[src/rtl/serial_display_receiver_pkg.sv]
// Frame layout shared by the display bus transmitter and receiver so both ends
// agree on digit count, digit width and bit order.
package serial_display_receiver_pkg;

  localparam int DISP_DIGITS     = 4;
  localparam int DISP_SEG_BITS   = 8;
  localparam int DISP_FRAME_BITS = DISP_DIGITS * DISP_SEG_BITS;

  // The first bit on the wire is the MSB of digit 0, i.e. frame bit FRAME_BITS-1.
  typedef enum logic {
    BIT_ORDER_MSB_FIRST = 1'b0,
    BIT_ORDER_LSB_FIRST = 1'b1
  } bit_order_e;

  localparam bit_order_e DISP_BIT_ORDER = BIT_ORDER_MSB_FIRST;

  typedef logic [DISP_FRAME_BITS-1:0] disp_frame_t;

endpackage

[src/rtl/serial_sync_edge.sv]
// Two-flop synchronizer with a history flop; reports the synchronized level and
// a one-cycle pulse on its rising edge.
module serial_sync_edge (
  input  logic i_clk,
  input  logic i_reset_n,
  input  logic i_async,
  output logic o_level,
  output logic o_rise
);

  logic [1:0] sync_q, sync_d;
  logic       hist_q, hist_d;

  always_comb begin
    sync_d = {sync_q[0], i_async};
    hist_d = sync_q[1];
  end

  // NOTE: state flops use non-blocking assignments so every flop samples the
  // pre-edge value of its neighbours, which is what makes this a shift chain.
  always_ff @(posedge i_clk or negedge i_reset_n) begin
    if (!i_reset_n) begin
      sync_q <= '0;
      hist_q <= 1'b0;
    end else begin
      sync_q <= sync_d;
      hist_q <= hist_d;
    end
  end

  assign o_level = sync_q[1];
  assign o_rise  = sync_q[1] & ~hist_q;

endmodule

[src/rtl/serial_display_receiver.sv]
// Receiving end of the 3-wire display bus: shifts bits on serial-clock rises and
// publishes a full-length frame on latch rises, flagging wrong-length frames.
module serial_display_receiver
  import serial_display_receiver_pkg::*;
#(
  parameter int DIGITS     = DISP_DIGITS,
  parameter int SEG_BITS   = DISP_SEG_BITS,
  parameter int FRAME_BITS = DIGITS * SEG_BITS
) (
  input  logic                  i_clk,
  input  logic                  i_reset_n,
  input  logic                  i_en,
  input  logic                  i_serial_data,
  input  logic                  i_serial_latch,
  input  logic                  i_serial_clk,
  input  logic                  i_clear_err,
  output logic [FRAME_BITS-1:0] o_segments,
  output logic                  o_valid,
  output logic                  o_frame_err,
  output logic [7:0]            o_frame_count
);

  localparam int                CNT_W    = $clog2(FRAME_BITS + 2);
  localparam logic [CNT_W-1:0] CNT_FULL = CNT_W'(FRAME_BITS);
  localparam logic [CNT_W-1:0] CNT_SAT  = CNT_W'(FRAME_BITS + 1);

  logic data_lvl, data_rise_unused;
  logic sclk_lvl_unused, sclk_rise;
  logic latch_lvl_unused, latch_rise;

  serial_sync_edge u_sync_data (
    .i_clk(i_clk), .i_reset_n(i_reset_n), .i_async(i_serial_data),
    .o_level(data_lvl), .o_rise(data_rise_unused)
  );
  serial_sync_edge u_sync_sclk (
    .i_clk(i_clk), .i_reset_n(i_reset_n), .i_async(i_serial_clk),
    .o_level(sclk_lvl_unused), .o_rise(sclk_rise)
  );
  serial_sync_edge u_sync_latch (
    .i_clk(i_clk), .i_reset_n(i_reset_n), .i_async(i_serial_latch),
    .o_level(latch_lvl_unused), .o_rise(latch_rise)
  );

  logic [FRAME_BITS-1:0] shreg_q, shreg_d, shreg_shift;
  logic [CNT_W-1:0]      cnt_q, cnt_d, cnt_shift;
  logic [FRAME_BITS-1:0] seg_q, seg_d;
  logic                  valid_q, valid_d;
  logic                  err_q, err_d;
  logic [7:0]            fcnt_q, fcnt_d;

  // NOTE: every signal gets a default before any branch so no path leaves it
  // unassigned and infers a latch.
  always_comb begin
    shreg_shift = shreg_q;
    cnt_shift   = cnt_q;
    shreg_d     = shreg_q;
    cnt_d       = cnt_q;
    seg_d       = seg_q;
    valid_d     = 1'b0;
    err_d       = err_q;
    fcnt_d      = fcnt_q;

    if (i_clear_err) err_d = 1'b0;

    if (i_en) begin
      // The shift is resolved first so a coincident latch sees the new bit.
      if (sclk_rise) begin
        shreg_shift = {shreg_q[FRAME_BITS-2:0], data_lvl};
        cnt_shift   = (cnt_q == CNT_SAT) ? cnt_q : cnt_q + CNT_W'(1);
      end
      shreg_d = shreg_shift;
      cnt_d   = cnt_shift;

      if (latch_rise) begin
        cnt_d = '0;
        if (cnt_shift == CNT_FULL) begin
          seg_d   = shreg_shift;
          valid_d = 1'b1;
          fcnt_d  = fcnt_q + 8'd1;
        end else begin
          err_d = 1'b1;
        end
      end
    end
  end

  always_ff @(posedge i_clk or negedge i_reset_n) begin
    if (!i_reset_n) begin
      shreg_q <= '0;
      cnt_q   <= '0;
      seg_q   <= '0;
      valid_q <= 1'b0;
      err_q   <= 1'b0;
      fcnt_q  <= '0;
    end else begin
      shreg_q <= shreg_d;
      cnt_q   <= cnt_d;
      seg_q   <= seg_d;
      valid_q <= valid_d;
      err_q   <= err_d;
      fcnt_q  <= fcnt_d;
    end
  end

  assign o_segments    = seg_q;
  assign o_valid       = valid_q;
  assign o_frame_err   = err_q;
  assign o_frame_count = fcnt_q;

endmodule

[config.mk]
export PLATFORM = sky130hd
export DESIGN_NAME = serial_display_receiver
export DESIGN_NICKNAME = d
export VERILOG_FILES = /design/src/rtl/serial_display_receiver_pkg.sv /design/src/rtl/serial_sync_edge.sv /design/src/rtl/serial_display_receiver.sv
export SDC_FILE = /design/constraint.sdc
export NUM_CORES = 1
export LEC_CHECK = 0
export BUFFER_PORTS_ARGS = -buffer_cell sky130_fd_sc_hd__buf_2
export CORE_ASPECT_RATIO = 1.25
export CORE_UTILIZATION = 50
export CTS_CLUSTER_DIAMETER = 40
export DETAILED_ROUTE_END_ITERATION = 8
export PLACE_DENSITY = 0.7
export SLEW_MARGIN = 20
export SYNTH_ARGS = -nofsm -noshare
export SYNTH_HDL_FRONTEND = slang
export SYNTH_SLANG_ARGS = --single-unit
export TNS_END_PERCENT = 100
[constraint.sdc]
create_clock -name i_clk -period 5.47 [get_ports i_clk]
set_input_delay 0.8205 -clock i_clk [delete_from_list [all_inputs] [get_ports i_clk]]
set_output_delay 0.8205 -clock i_clk [all_outputs]
set_load 0.005 [all_outputs]
# After elaboration in Yosys (flattened, before gate mapping)
# Cells that the tools add are included.
[word_totals]
regBits = 88
in_bits = 7
output_inout_bits = 42
elab_cells = 32
[classes]
addsub = 2
eq_ne = 2
mux = 12
bitwise_logic = 4
reduce_logical = 1
[op_table]
columns = ["operator", "n"]
rows = [
  ["32-bit two-way mux", 1],
  ["6-bit two-way mux", 4],
  ["6-bit == test, second input constant", 2],
  ["8-bit by 1-bit adder with 8-bit output, second input constant", 1],
  ["1-bit two-way mux", 7],
  ["6-bit by 1-bit adder with 6-bit output, second input constant", 1],
  ["3-bit AND reduction", 1],
  ["1-bit AND", 2],
  ["1-bit inverter", 2],
]

# Longest topological paths before layout
[logic_depth]
ltp_word = 8
ltp_mapped = 9
depth_no_buf = 8

# Modules after synthesis
# From an unflattened synthesis, not the netlist that was laid out.
[unflattened]
cells_unflattened = 274
hier_area_um2 = 4067.7
[modules_own_cells]
columns = ["module", "n_inst", "cells_each", "area_each_um2"]
rows = [
  ["serial_display_receiver", 1, 262, 3801.1],
  ["serial_sync_edge", 3, 4, 88.8],
]

# Worst setup path after synthesis
# No wires, ideal clock.
[synth_path]
path_type = "register to register"
from = "register cnt_q[1]"
to = "register seg_q[28], in the netlist o_segments[28]"
setup_ns = 0.127
arrival_time_ns = 2.296
required_ns = 5.343
path_slack_ns = 3.046
path_stages_with_launch = 10
path_buffers = 1
synth_period_minus_slack_ns = 2.424
path_cell_list = "dfrtp_1 > inv_1 > ha_1 > nand4bb_1 > a211o_1 > a22o_1 > or3_4 > clkinv_4 > buf_12 > mux2_1"
[synth_between]
elab_chain_len = 6
[synth_lines]
columns = ["element", "line", "text"]
rows = [
  ["from (decl)", "serial_display_receiver.sv:45", "logic [CNT_W-1:0] cnt_q, cnt_d, cnt_shift;"],
  ["from (signal assigned)", "serial_display_receiver.sv:97", "cnt_q <= cnt_d;"],
  ["6-bit by 1-bit adder with 6-bit output or 6-bit == test (tied branches)", "serial_display_receiver.sv:69", "cnt_shift = (cnt_q == CNT_SAT) ? cnt_q : cnt_q + CNT_W'(1);"],
  ["6-bit two-way mux", "serial_display_receiver.sv:69", ""],
  ["6-bit two-way mux *", "serial_display_receiver.sv:67", "if (sclk_rise) begin"],
  ["6-bit two-way mux *", "serial_display_receiver.sv:65", "if (i_en) begin"],
  ["6-bit == test *", "serial_display_receiver.sv:76", "if (cnt_shift == CNT_FULL) begin"],
  ["3-bit AND reduction (no line) *", "--", ""],
  ["to (signal assigned)", "serial_display_receiver.sv:98", "seg_q <= seg_d;"],
  ["to (decl)", "serial_display_receiver.sv:46", "logic [FRAME_BITS-1:0] seg_q, seg_d;"],
]
# Every way passes the cells marked *; elsewhere a longest branch is shown, timed or not. The select of a mux whose other input is x is not followed.
# A chain may end at the register's enable or synchronous reset.

# Final worst setup path
[layout_path]
from = "register u_sync_sclk.sync_q[1]"
to = "register seg_q[31], in the netlist o_segments[31]"
[layout_between]
elab_chain_len = 5
[layout_lines]
columns = ["element", "line", "text"]
rows = [
  ["from (decl)", "serial_sync_edge.sv:11", "logic [1:0] sync_q, sync_d;"],
  ["from (signal assigned)", "serial_sync_edge.sv:26", "sync_q <= sync_d;"],
  ["1-bit AND *", "serial_sync_edge.sv:32", "assign o_rise = sync_q[1] & ~hist_q;"],
  ["6-bit two-way mux", "serial_display_receiver.sv:67", ""],
  ["6-bit two-way mux", "serial_display_receiver.sv:65", ""],
  ["6-bit == test", "serial_display_receiver.sv:76", ""],
  ["3-bit AND reduction (no line)", "--", ""],
]
# Marks and branches as above.

==> metrics.md <==
| Metric | Value |
|---|---|
| Run status | `completed` |
| Dpl ws | `2.223 ns` |
| LEAKAGE | `2.297 nW` |
| DR iter-0 viols | `123` |
| HPWL Detailed | `4131 um` |
| Global-route wire length before repair | `about 11000 um` |
| Critical path's slowest cell | `nor2b_4` |
| Maximum vdd drop | `around 0.19 mV` |
| Cts bufs inserted | `9` |
| Diodes inserted | `0` |
| FILL cells | `between 600 and 700` |
| Routed vias/inst | `5.376` |
| Clk slew on worst S/H paths | `0.09 ns` |
| YS warnings | `0` |
| CTS H-Tree Depth | `3` |
| Mean Syn Cell Area | `between 10 and 15 um^2` |
| CORE AREA | `7792 um^2` |
| Initial antenna violation count | `0` |
| Flops & latches, synth | `slightly below 90` |
| Part of the Yosys area used for sequential elements | `between 50% and 60%` |
| Wirelength, routed | `6595 um` |
| Vias | `2258` |
| Setup bufs post-CTS | `0` |
| Slew @ Worst Pin | `about 1.1 ns` |
| Synthesized area | `3999 um^2` |
| Hold WC Path Type | `reg -> reg` |
| Largest net degree at the start of global routing | `46` |
| Fin crit period | `3.265 ns` |
| Post-synth cell types | `38` |
| Fmax | `0.3062 GHz` |
| PnR worst setup slack | `2.205 ns` |
| Critical path launch point type | `register` |
| CP Class | `reg -> reg` |
| Resize count post-CTS | `0` |
| Number of global-route vias before repair | `2194` |
| Fin. max-slew vios | `0` |
| Max Cap Viol | `0` |
| Post-route cell area | `roughly 4500 um^2` |
| Worst Path Required | `approximately 5.7 ns` |
| Synth-to-Final Area Change | `11.73%` |
| Cell Area, Placed | `4282 um^2` |
| Maximum clock path buffer count | `2` |
| Hold_buf cts | `0` |
| Fin. Hold Viols | `0` |
| Std-Cell Rows | `36` |
| Power Dens Cells | `roughly 280 nW/um^2` |
| Post-Syn Nets | `~280` |
| Top Ports | `49` |
| Layout cells sized above 1 | `49.23%` |
| Post-route ant nets | `0` |
| Reg area | `approximately 2200 um^2` |
| Clock insertion delay at the later pin of the skew report | `0.35 ns` |
| Drt drc | `0` |
| Die span in x | `81.99 um` |
| Max transition margin | `29.22%` |
| RSZ-0062 raised after global routing | `false` |
| Setup_tns | `0 ns` |
| Critical path arrival | `~3.5 ns` |
| Final #Nets | `331` |
| CTS tree | `yes` |
| Final Setup Violations | `0` |
| Die Span Y | `102.0 um` |
| CTS Sinks | `88` |
| Synth Instances | `273` |
| PortBufs | `48` |
| WL/cell | `15.70 um` |
| Area of the multi-input gates | `1675 um^2` |
| Critical path endpoint category | `register` |
| DR pass1 iterations | `4` |
| Tcrit/Tclk final | `59.70%` |
| Critical Path Fanout Max | `40` |
| Overflow left after global routing | `0` |
| Post-route clock skew | `0.01151 ns` |
| Total track usage | `between 15 and 20%` |
| Die area | `8362 um^2` |
| Initial Util | `51.32%` |
| Routability congestion estimate | `0.7941` |
| Worst stage delay on the critical path | `between 0.8 and 0.9 ns` |
| Root buffer cell | `clkbuf_8` |
| Cells along the critical path | `nor2b_4 -> o21ai_1 -> mux2i_1 -> or3_4 -> clkinv_4 -> mux2_1` |
==> state kept, by name, summed over array words and instances, names as in the netlist <==
name                 count
o_frame_count            8
u_sync_data.sync_q       2
o_frame_err              1
u_sync_latch.sync_q      2
u_sync_sclk.sync_q       2
o_valid                  1
cnt_q                    6
shreg_q                 32
o_segments              32
u_sync_sclk.hist_q       1
u_sync_latch.hist_q      1
==> logic make-up after synthesis <==
family | after synthesis | synth area share, %
DFF | 88 | 55.07
and+or+nand+nor | 32 | 4.506
adders and majority gates | 3 | 0.9388
muxes | 98 | 30.19
buffers and inverters | 19 | 3.223
AOI/OAI and AO/OA | 23 | 3.880
xor gates and xnor gates | 10 | 2.190
==> report_power, final <==
part	internal, mW	switching, mW	total [mW]	leakage (nW)
clock network	0.209	0.224	0.432	0.0883
logic	0.0585	0.0466	0.105	1.01
registers	0.683	0.0293	0.713	1.19
==> layout by cell type (no fill, tap or decap), drive strengths merged, types with 2 or more instances in the layout <==
| cell | instances |
|---|---|
| a22o | 2 |
| a31oi | 2 |
| buf | 50 |
| clkbuf | 10 |
| clkinv | 3 |
| clkinvlp | 2 |
| dfrtp | 88 |
| ha | 3 |
| inv | 5 |
| mux2 | 97 |
| nand2 | 8 |
| nand4 | 6 |
| nor2 | 4 |
| nor2b | 2 |
| nor3 | 4 |
| nor4 | 3 |
| o21ai | 9 |
| o31ai | 2 |
| xnor2 | 4 |
| xor2 | 6 |
==> final timing paths <==
check / cells past startpoint / slack (ns) / endpoint / startpoint
hold / removal: 0 / 0.36 / u_sync_latch.sync_q[1] / u_sync_latch.sync_q[0]
hold reg to reg: 0 / 0.36 / u_sync_latch.sync_q[1] / u_sync_latch.sync_q[0]
setup reg to reg: 6 / 2.20 / o_segments[31] / u_sync_sclk.sync_q[1]
max in group asynchronous: 2 / 4.07 / o_segments[31] / i_reset_n
min in group asynchronous: 1 / 0.44 / cnt_q[3] / i_reset_n
setup / recovery: 6 / 2.20 / o_segments[31] / u_sync_sclk.sync_q[1]
==> Yosys cell counts <==
master	count	area share, %
a41o_1	1	0.25
nor3_1	4	0.50
o31ai_1	2	0.38
buf_12	3	1.5
or3_4	1	0.28
nand3b_1	1	0.19
a22o_1	2	0.44
ha_1	3	0.94
dfrtp_1	88	55
and3_1	1	0.16
nand4_1	6	0.94
o2bb2ai_1	1	0.22
a21oi_1	1	0.13
o21ai_1	2	0.25
a211o_1	1	0.22
nor2_1	4	0.38
mux2_4	28	11
a21boi_0	1	0.19
o21a_1	1	0.19
mux2_1	5	1.4
nand4bb_1	1	0.28
clkbuf_1	4	0.38
xor2_1	6	1.3
o2111ai_1	1	0.22
a31oi_1	2	0.31
nor4_1	3	0.47
inv_1	5	0.47
buf_1	3	0.28
nor2b_1	2	0.31
xnor2_1	4	0.88
a31o_2	1	0.22
buf_2	3	0.38
or4b_1	1	0.25
mux2i_1	1	0.25
mux2_2	64	18
clkinv_4	1	0.22
o21ai_0	7	0.88
nand2_1	8	0.75
==> routing by layer <==
| layer | vias to the layer above | GRT usage, % | part of all wire, % |
|---|---|---|---|
| met5 | - | 0 | 0 |
| met4 | 0 | 6.073 | 0.74 |
| met3 | 4 | 4.732 | 3.8 |
| met2 | 42 | 26.76 | 49 |
| met1 | 1133 | 23.04 | 47 |
| li1 | 1079 | - | - |
==> cell type report <==
cell class,instances,share of cell area (%)
Inverter,6,0.6161
Clock buffer,10,2.856
Clock inverter,5,1.316
Sequential cell,88,49.29
Multi-Input combinational cell,166,37.50
Tap cell,95,2.660
Timing Repair Buffer,50,5.769
==> worst max-delay path: cells and delay by family, from the launching register on <==
| family | cells | cell delay (ns) |
|---|---|---|
| AO/OA/AOI/OAI | 1 | 0.28 |
| buffers and inverters | 1 | 0.32 |
| flip-flops | 1 | 0.38 |
| multiplexers | 2 | 1.00 |
| AND/OR/NAND/NOR | 2 | 1.13 |
==> through the flow <==
stage          instances  hold slack [ns]  utilization, %  total power, mW
2_1_floorplan        273           0.3312               -           0.7946
3_3_place_gp         405           0.3340           54.95           0.8292
3_5_place_dp         405           0.3356           54.95           0.8330
4_1_cts              420           0.3558           57.34            1.265
5_1_grt              420           0.3641           57.34            1.306
6_report             420           0.3554           57.34            1.250
No activity file was read; power rests on OpenSTA's default activity.
